## src/rtl/muldiv_unit.sv

```systemverilog
// Iterative RV64M multiply/divide unit: one result bit per cycle (shift-add multiply,
// restoring divide) with single-edge shortcuts for divide-by-zero and signed overflow.
module muldiv_unit #(
    parameter int REG_WIDTH = 64,
    parameter int TAG_WIDTH = 5
) (
    input  logic                 clk,
    input  logic                 rst,
    input  logic                 flush,
    input  logic                 in_valid,
    output logic                 in_ready,
    input  logic [2:0]           op,
    input  logic                 op_w,
    input  logic [REG_WIDTH-1:0] rs1,
    input  logic [REG_WIDTH-1:0] rs2,
    input  logic [TAG_WIDTH-1:0] tag_in,
    output logic                 out_valid,
    input  logic                 out_ready,
    output logic [REG_WIDTH-1:0] result,
    output logic [TAG_WIDTH-1:0] tag_out
);
    localparam int CNT_BITS = $clog2(REG_WIDTH) + 1;
    localparam int W        = REG_WIDTH;
    localparam int HALF     = REG_WIDTH / 2;

    typedef enum logic [1:0] {IDLE, CALC, FIX, DONE} state_t;

    state_t                 state_q, state_d;
    logic [CNT_BITS-1:0]    cnt_q, cnt_d;
    logic [2:0]             op_q, op_d;
    logic                   w_q, w_d;
    logic                   neg_q, neg_d;
    logic [TAG_WIDTH-1:0]   tag_q, tag_d;
    logic [TAG_WIDTH-1:0]   tag_out_q, tag_out_d;
    logic [2*W-1:0]         prod_q, prod_d;
    logic [W:0]             rem_q, rem_d;
    logic [W-1:0]           quo_q, quo_d;
    logic [W-1:0]           dvs_q, dvs_d;
    logic [W-1:0]           result_q, result_d;
    logic                   out_valid_q, out_valid_d;

    logic                   w_eff, a_signed, b_signed, a_neg, b_neg;
    logic                   div_zero, div_ovf;
    logic [W-1:0]           a_ext, b_ext, a_mag, b_mag, min_neg, special_res;
    logic [W:0]             mul_sum;
    logic [2*W-1:0]         mul_step;
    logic [W+1:0]           div_shift, div_diff;
    logic [2*W-1:0]         prod_fix;
    logic [W-1:0]           quo_fix, rem_fix, fix_raw, fix_res;

    assign in_ready  = (state_q == IDLE);
    assign out_valid = out_valid_q;
    assign result    = result_q;
    assign tag_out   = tag_out_q;

    // Request decode: W-mode operand extension, magnitudes and divide corner cases.
    always_comb begin
        w_eff    = op_w & (op[2] | (op[1:0] == 2'b00));
        a_signed = (op == 3'b001) | (op == 3'b010) | (op == 3'b100) | (op == 3'b110);
        b_signed = (op == 3'b001) | (op == 3'b100) | (op == 3'b110);
        if (w_eff) begin
            a_ext = a_signed ? {{HALF{rs1[HALF-1]}}, rs1[HALF-1:0]} : {{HALF{1'b0}}, rs1[HALF-1:0]};
            b_ext = b_signed ? {{HALF{rs2[HALF-1]}}, rs2[HALF-1:0]} : {{HALF{1'b0}}, rs2[HALF-1:0]};
            min_neg = {{(HALF+1){1'b1}}, {(HALF-1){1'b0}}};
        end else begin
            a_ext   = rs1;
            b_ext   = rs2;
            min_neg = {1'b1, {(W-1){1'b0}}};
        end
        a_neg    = a_signed & a_ext[W-1];
        b_neg    = b_signed & b_ext[W-1];
        a_mag    = a_neg ? ({W{1'b0}} - a_ext) : a_ext;
        b_mag    = b_neg ? ({W{1'b0}} - b_ext) : b_ext;
        div_zero = op[2] & (b_ext == {W{1'b0}});
        div_ovf  = op[2] & ~op[0] & (a_ext == min_neg) & (b_ext == {W{1'b1}});
        if (div_zero) begin
            if (op[1]) begin
                special_res = w_eff ? {{HALF{a_ext[HALF-1]}}, a_ext[HALF-1:0]} : a_ext;
            end else begin
                special_res = {W{1'b1}};
            end
        end else begin
            special_res = op[1] ? {W{1'b0}} : a_ext;
        end
    end

    // One iteration step of each algorithm plus the final sign fix / result select.
    always_comb begin
        mul_sum   = {1'b0, prod_q[2*W-1:W]} + {1'b0, dvs_q};
        mul_step  = prod_q[0] ? {mul_sum, prod_q[W-1:1]} : {1'b0, prod_q[2*W-1:1]};
        div_shift = {rem_q, quo_q[W-1]};
        div_diff  = div_shift - {2'b00, dvs_q};
        prod_fix  = neg_q ? ({(2*W){1'b0}} - prod_q) : prod_q;
        quo_fix   = neg_q ? ({W{1'b0}} - quo_q) : quo_q;
        rem_fix   = neg_q ? ({W{1'b0}} - rem_q[W-1:0]) : rem_q[W-1:0];
        case (op_q)
            // In W mode only 32 iterations run, so the low product word sits one half up.
            3'b000:                 fix_raw = w_q ? {{HALF{1'b0}}, prod_fix[W-1:HALF]} : prod_fix[W-1:0];
            3'b001, 3'b010, 3'b011: fix_raw = prod_fix[2*W-1:W];
            3'b100, 3'b101:         fix_raw = quo_fix;
            default:                fix_raw = rem_fix;
        endcase
        fix_res = w_q ? {{HALF{fix_raw[HALF-1]}}, fix_raw[HALF-1:0]} : fix_raw;
    end

    // Next-state and datapath update.
    always_comb begin
        state_d     = state_q;
        cnt_d       = cnt_q;
        op_d        = op_q;
        w_d         = w_q;
        neg_d       = neg_q;
        tag_d       = tag_q;
        tag_out_d   = tag_out_q;
        prod_d      = prod_q;
        rem_d       = rem_q;
        quo_d       = quo_q;
        dvs_d       = dvs_q;
        result_d    = result_q;
        out_valid_d = out_valid_q;
        case (state_q)
            IDLE: begin
                if (in_valid && !flush) begin
                    op_d   = op;
                    w_d    = w_eff;
                    tag_d  = tag_in;
                    neg_d  = (op[2] & op[1]) ? a_neg : (a_neg ^ b_neg);
                    dvs_d  = op[2] ? b_mag : a_mag;
                    prod_d = {{W{1'b0}}, b_mag};
                    rem_d  = {(W+1){1'b0}};
                    quo_d  = w_eff ? (a_mag << HALF) : a_mag;
                    cnt_d  = w_eff ? CNT_BITS'(HALF) : CNT_BITS'(W);
                    if (div_zero || div_ovf) begin
                        result_d    = special_res;
                        tag_out_d   = tag_in;
                        out_valid_d = 1'b1;
                        state_d     = DONE;
                    end else begin
                        state_d = CALC;
                    end
                end else begin
                    state_d = IDLE;
                end
            end
            CALC: begin
                if (flush) begin
                    state_d = IDLE;
                end else begin
                    if (op_q[2]) begin
                        if (div_diff[W+1]) begin
                            rem_d = div_shift[W:0];
                            quo_d = {quo_q[W-2:0], 1'b0};
                        end else begin
                            rem_d = div_diff[W:0];
                            quo_d = {quo_q[W-2:0], 1'b1};
                        end
                    end else begin
                        prod_d = mul_step;
                    end
                    cnt_d = cnt_q - {{(CNT_BITS-1){1'b0}}, 1'b1};
                    if (cnt_q == {{(CNT_BITS-1){1'b0}}, 1'b1}) begin
                        state_d = FIX;
                    end else begin
                        state_d = CALC;
                    end
                end
            end
            FIX: begin
                if (flush) begin
                    state_d = IDLE;
                end else begin
                    result_d    = fix_res;
                    tag_out_d   = tag_q;
                    out_valid_d = 1'b1;
                    state_d     = DONE;
                end
            end
            DONE: begin
                if (flush || out_ready) begin
                    out_valid_d = 1'b0;
                    state_d     = IDLE;
                end else begin
                    state_d = DONE;
                end
            end
            default: begin
                out_valid_d = 1'b0;
                state_d     = IDLE;
            end
        endcase
    end

    // State and datapath registers.
    always_ff @(posedge clk or posedge rst) begin
        if (rst) begin
            state_q     <= IDLE;
            cnt_q       <= {CNT_BITS{1'b0}};
            op_q        <= 3'b000;
            w_q         <= 1'b0;
            neg_q       <= 1'b0;
            tag_q       <= {TAG_WIDTH{1'b0}};
            tag_out_q   <= {TAG_WIDTH{1'b0}};
            prod_q      <= {(2*W){1'b0}};
            rem_q       <= {(W+1){1'b0}};
            quo_q       <= {W{1'b0}};
            dvs_q       <= {W{1'b0}};
            result_q    <= {W{1'b0}};
            out_valid_q <= 1'b0;
        end else begin
            state_q     <= state_d;
            cnt_q       <= cnt_d;
            op_q        <= op_d;
            w_q         <= w_d;
            neg_q       <= neg_d;
            tag_q       <= tag_d;
            tag_out_q   <= tag_out_d;
            prod_q      <= prod_d;
            rem_q       <= rem_d;
            quo_q       <= quo_d;
            dvs_q       <= dvs_d;
            result_q    <= result_d;
            out_valid_q <= out_valid_d;
        end
    end

endmodule

```

## config.mk

```make
export PLATFORM = sky130hd
export DESIGN_NAME = muldiv_unit
export DESIGN_NICKNAME = d
export VERILOG_FILES = /design/src/rtl/muldiv_unit.sv
export SDC_FILE = /design/constraint.sdc
export NUM_CORES = 2
export LEC_CHECK = 0
export CORE_AREA = 2 2 350 317
export CTS_CLUSTER_SIZE = 24
export DETAILED_ROUTE_END_ITERATION = 7
export DIE_AREA = 0 0 352 319
export GPL_TIMING_DRIVEN = 0
export SKIP_LAST_GASP = 1
export SLEW_MARGIN = 20
export SYNTH_ARGS = -nofsm -noshare
export SYNTH_HDL_FRONTEND = slang
export SYNTH_SLANG_ARGS = --single-unit
```

## constraint.sdc

```tcl
create_clock -name clk -period 18.21 [get_ports clk]
set_input_delay 3.642 -clock clk [delete_from_list [all_inputs] [get_ports clk]]
set_output_delay 3.642 -clock clk [all_outputs]
set_load 0.03 [all_outputs]
```

==> tab_implementation.tex <==
\begin{tabular}{lr}
\hline
Metric & Value \\
\hline
\multicolumn{2}{l}{\textbf{Worst setup path}} \\
Timing startpoint of the critical path & op[0] \\
Path type of the worst setup path & in2reg \\
CP cell instances & clkdlybuf4s50\_1 > nor2\_1 > o21ai\_1 > clkbuf\_1 > buf\_1 > buf\_1 > nand2\_1 > a32oi\_1 > nor2\_1 > o21ai\_0 > o21ai\_0 \\
Library cell contributing the largest single delay on the critical path & sky130\_fd\_sc\_hd\_\_o21ai\_0 \\
Endpoint required time on the critical path & 18.69 ns \\
Arr. time, crit path & 9.47 ns \\
Worst setup SP type & input port \\
Nature of the critical path endpoint & flop \\
Maximum single-stage delay on the critical path & 0.89 ns \\
Biggest fanout along the worst timing path & 10 \\
Critical R2R Launch & prod\_q[0] \\
\multicolumn{2}{l}{\textbf{Logic synthesis}} \\
Area share of the largest cell type after synthesis & 27.1\% \\
Count of distinct cell types in the synthesized netlist & 90 \\
Synth Register Bits & 410 \\
Cell count after synthesis & 5142 \\
Top cell type by total area after synthesis & sky130\_fd\_sc\_hd\_\_dfrtp\_1 \\
Fraction of synthesis flops using an asynchronous set or reset pin & 100\% \\
Yosys synthesis warning count & 0 \\
Total nets after synthesis & 5422 \\
Netlist area before placement & 37800 µm² \\
Top cells by instance count after synthesis & sky130\_fd\_sc\_hd\_\_nand2\_1 (705), sky130\_fd\_sc\_hd\_\_o21ai\_0 (634), sky130\_fd\_sc\_hd\_\_a21oi\_1 (469) \\
Share of synthesized area occupied by flip-flops and latches & 27.1\% \\
Top\_reg\_cell synth & sky130\_fd\_sc\_hd\_\_dfrtp\_1 \\
Number of synthesized flops with an enable pin & 0 \\
Avg Inst Size Synth & 7.35 µm² \\
Top-count cell post-synth & sky130\_fd\_sc\_hd\_\_nand2\_1 \\
Cell types with the largest area share after synthesis & sky130\_fd\_sc\_hd\_\_dfrtp\_1 (27\%), sky130\_fd\_sc\_hd\_\_o21ai\_0 (8.4\%), sky130\_fd\_sc\_hd\_\_nand2\_1 (7.0\%) \\
\multicolumn{2}{l}{\textbf{Timing}} \\
Worst max-slew margin expressed relative to the limit & 9.25\% \\
Post-Route Hold Slack & 0.478 ns \\
Portion of the clock cycle consumed by the worst path in the final layout & 49.4\% \\
Final worst slack & 9.22 ns \\
Final critical-path required period & 8.99 ns \\
Final Max Tran Viols & 0 \\
Slew @ Worst Pin & 1.35 ns \\
Worst clock skew on the final layout & 0.0239 ns \\
Number of setup violations in the final report & 0 \\
Fin. Hold Viols & 0 \\
Setup repair after global routing missed its margin & no \\
Top achievable clock speed & 111 MHz \\
Setup total negative slack & 0 ns \\
\multicolumn{2}{l}{\textbf{Floorplan}} \\
Placeable core area & 109000 µm² \\
Die Height & 319 µm \\
Row cnt & 115 \\
Width of the chip & 352 µm \\
Die Area & 112000 µm² \\
Starting density of the core & 34.8\% \\
Number of top-level design ports & 213 \\
\multicolumn{2}{l}{\textbf{Clocking}} \\
Number of buffers inserted by hold repair at cts & 0 \\
CTS Sinks & 410 \\
Maximum buffer depth of the clock tree & 3 \\
Clk slew on worst S/H paths & 0.06 ns \\
Number of gates resized after cts & 0 \\
Clk\_lat worst skew & 0.67 ns \\
Number of clock buffers inserted by TritonCTS & 49 \\
CTS tree & yes \\
Buffers inserted by post-CTS timing repair & 0 \\
Level count of the clock H-tree & 2 \\
Library cell used as clock root buffer & sky130\_fd\_sc\_hd\_\_clkbuf\_16 \\
\multicolumn{2}{l}{\textbf{Hold path}} \\
Class of the tightest hold or removal check & reg2reg \\
Origin of the worst min-delay path & result[16] \\
\multicolumn{2}{l}{\textbf{Placement}} \\
Post-placement worst setup slack & 8.93 ns \\
GPL Wtd Cong & 1.17 \\
Port buffer count & 208 \\
HPWL Detailed & 222 mm \\
Dpl cell area & 42000 µm² \\
Number of cells in the design after placement & 6821 \\
\multicolumn{2}{l}{\textbf{Outcome}} \\
Status & finished clean \\
\multicolumn{2}{l}{\textbf{Layout}} \\
Final non-filler cell area & 43800 µm² \\
Share of layout cells above drive strength 1 & 3.69\% \\
Post-synthesis to final-layout area growth & 15.9\% \\
Final non-filler cell total & 6932 \\
Final-stage net count & 5691 \\
\multicolumn{2}{l}{\textbf{Global route}} \\
GR Util All Layers & 45.5\% \\
Congestion Overflow GR & 0 \\
Initial antenna violation count & 43 \\
Pin count of the biggest net entering global routing & 96 \\
First-pass GRT wire length & 353 mm \\
Vias in the first global route & 40200 \\
\multicolumn{2}{l}{\textbf{Pwr}} \\
Fraction of power spent switching nets & 57.3\% \\
Gate power share & 60.1\% \\
NetSw & 3.92 mW \\
Static leakage & 17.8 nW \\
Internal power contribution & 2.92 mW \\
Power Dens Cells & 156 nW/µm² \\
Part of the total power dissipated in the clock network & 16.4\% \\
Sequential group share of total power & 23.5\% \\
Peak supply drop & 0.118 mV \\
\multicolumn{2}{l}{\textbf{Route}} \\
DRT Pass-1 Iters & 7 \\
Detailed router's first-iteration violation count & 7613 \\
Routed Wire Length & 266 mm \\
Vias per std cell & 6.60 \\
Via count & 45800 \\
Post-route antenna net violation count & 0 \\
Per-cell routed wire length & 38.3 µm \\
Number of remaining DRC errors & 0 \\
\multicolumn{2}{l}{\textbf{Job}} \\
Max-capacitance violation count & 0 \\
\hline
\end{tabular}
==> logic make-up after synthesis <==
family / Yosys count / share of synthesized area, %
AOI/OAI and AO/OA: 1864 / 30.3
xor gates and xnor gates: 452 / 10.5
adders and majority gates: 138 / 4.61
muxes: 72 / 1.92
DFF: 410 / 27.1
buffers and inverters: 500 / 5.02
and+or+nand+nor: 1706 / 20.6
==> metrics by stage <==
| step | utilization (%) | total power [mW] |
|---|---|---|
| 3_5_place_dp | 38.6 | 5.44 |
| 5_1_grt | 40.3 | 6.99 |
| 3_3_place_gp | 38.4 | 5.44 |
| 6_report | 40.4 | 6.84 |
| 2_1_floorplan | - | 3.60 |
| 4_1_cts | 40.2 | 6.56 |
==> routing by layer <==
layer	track usage, %	routed length [µm]	up-vias
met3	16.5	36200	542
met4	23.8	16900	24
met5	0	161	-
li1	-	-	19200
met2	59.8	100000	3322
met1	63.8	112000	22700
==> layout by cell type (no fill, tap or decap), types with 17 or more instances in the layout <==
master / Yosys / layout
sky130_fd_sc_hd__o22ai_1: 52 / 52
sky130_fd_sc_hd__o31ai_1: 111 / 111
sky130_fd_sc_hd__clkdlybuf4s50_1: 0 / 208
sky130_fd_sc_hd__a21oi_1: 469 / 469
sky130_fd_sc_hd__a31oi_1: 51 / 51
sky130_fd_sc_hd__clkbuf_1: 305 / 298
sky130_fd_sc_hd__or4_1: 41 / 41
sky130_fd_sc_hd__nor3_1: 110 / 109
sky130_fd_sc_hd__clkbuf_16: 0 / 50
sky130_fd_sc_hd__or2_2: 23 / 23
sky130_fd_sc_hd__buf_1: 37 / 35
sky130_fd_sc_hd__o211ai_1: 50 / 50
sky130_fd_sc_hd__nor4_1: 49 / 49
sky130_fd_sc_hd__nor2b_1: 20 / 19
sky130_fd_sc_hd__nor2_1: 447 / 447
sky130_fd_sc_hd__a22o_1: 24 / 24
sky130_fd_sc_hd__o21bai_1: 26 / 26
sky130_fd_sc_hd__inv_1: 150 / 149
sky130_fd_sc_hd__o221ai_1: 40 / 38
sky130_fd_sc_hd__nand4_1: 58 / 58
sky130_fd_sc_hd__ha_1: 136 / 136
sky130_fd_sc_hd__nand2b_1: 55 / 55
sky130_fd_sc_hd__o41ai_1: 41 / 41
sky130_fd_sc_hd__dfrtp_1: 410 / 410
sky130_fd_sc_hd__o21ai_0: 634 / 631
sky130_fd_sc_hd__nand2_1: 705 / 705
sky130_fd_sc_hd__mux2i_1: 68 / 68
sky130_fd_sc_hd__or3_1: 53 / 53
sky130_fd_sc_hd__xnor2_1: 217 / 212
sky130_fd_sc_hd__xor2_1: 235 / 231
sky130_fd_sc_hd__diode_2: 0 / 20
sky130_fd_sc_hd__and2_1: 17 / 17
sky130_fd_sc_hd__a22oi_1: 50 / 50
sky130_fd_sc_hd__o21a_1: 26 / 26
sky130_fd_sc_hd__a222oi_1: 18 / 18
sky130_fd_sc_hd__nand3_1: 60 / 60
sky130_fd_sc_hd__o21ai_1: 23 / 26
sky130_fd_sc_hd__a21o_1: 83 / 83
sky130_fd_sc_hd__a211oi_1: 33 / 30
sky130_fd_sc_hd__a221oi_1: 37 / 37
==> worst paths after layout <==
| check | end | slack (ns) | cells past startpoint |
|---|---|---|---|
| worst max-delay path | dvs_q[47] | 9.22 | 11 |
| worst min register to register | result[16] | 0.48 | 2 |
| worst max register to register | result[48] | 10.24 | 15 |
| max in group asynchronous | quo_q[0] | 13.25 | 4 |
| min in group asynchronous | prod_q[87] | 3.48 | 2 |
| worst min-delay path | result[16] | 0.48 | 2 |
==> power by group through the flow <==
stage               Sequential (mW)  Clock (mW)  Combinational [mW]
floorplan                      1.41           0                2.19
global placement               1.59           0                3.85
detailed placement             1.59           0                3.85
CTS                            1.58        1.12                3.87
global route                   1.60        1.15                4.23
finish                         1.61        1.12                4.11
==> worst max-delay path: cells and delay by family <==
family,cells,cell delay (ns)
buffers and inverters,4,2.73
AOI/OAI and AO/OA,4,2.64
and+or+nand+nor,3,0.45
==> sequential cells by signal, summed over array words and instances, names as in the netlist <==
| register | flops |
|---|---|
| tag_q | 5 |
| out_valid | 1 |
| cnt_q | 7 |
| op_q | 3 |
| dvs_q | 64 |
| quo_q | 64 |
| w_q | 1 |
| tag_out | 5 |
| result | 64 |
| rem_q | 65 |
| neg_q | 1 |
| state_q | 2 |
| prod_q | 128 |
==> area by class of cell <==
type / instances / area (µm²)
Antenna cell: 20 / 50.0
Buffer: 349 / 1350
Clock buffer: 61 / 1350
Clock inverter: 29 / 405
Fill cell: 11400 / 64800
Inverter: 151 / 574
Multi-Input combinational cell: 4232 / 25800
Sequential cell: 410 / 10300
Tap cell: 1462 / 1830
Timing Repair Buffer: 218 / 2240
Note: power is estimated with default switching activity, not from simulation.
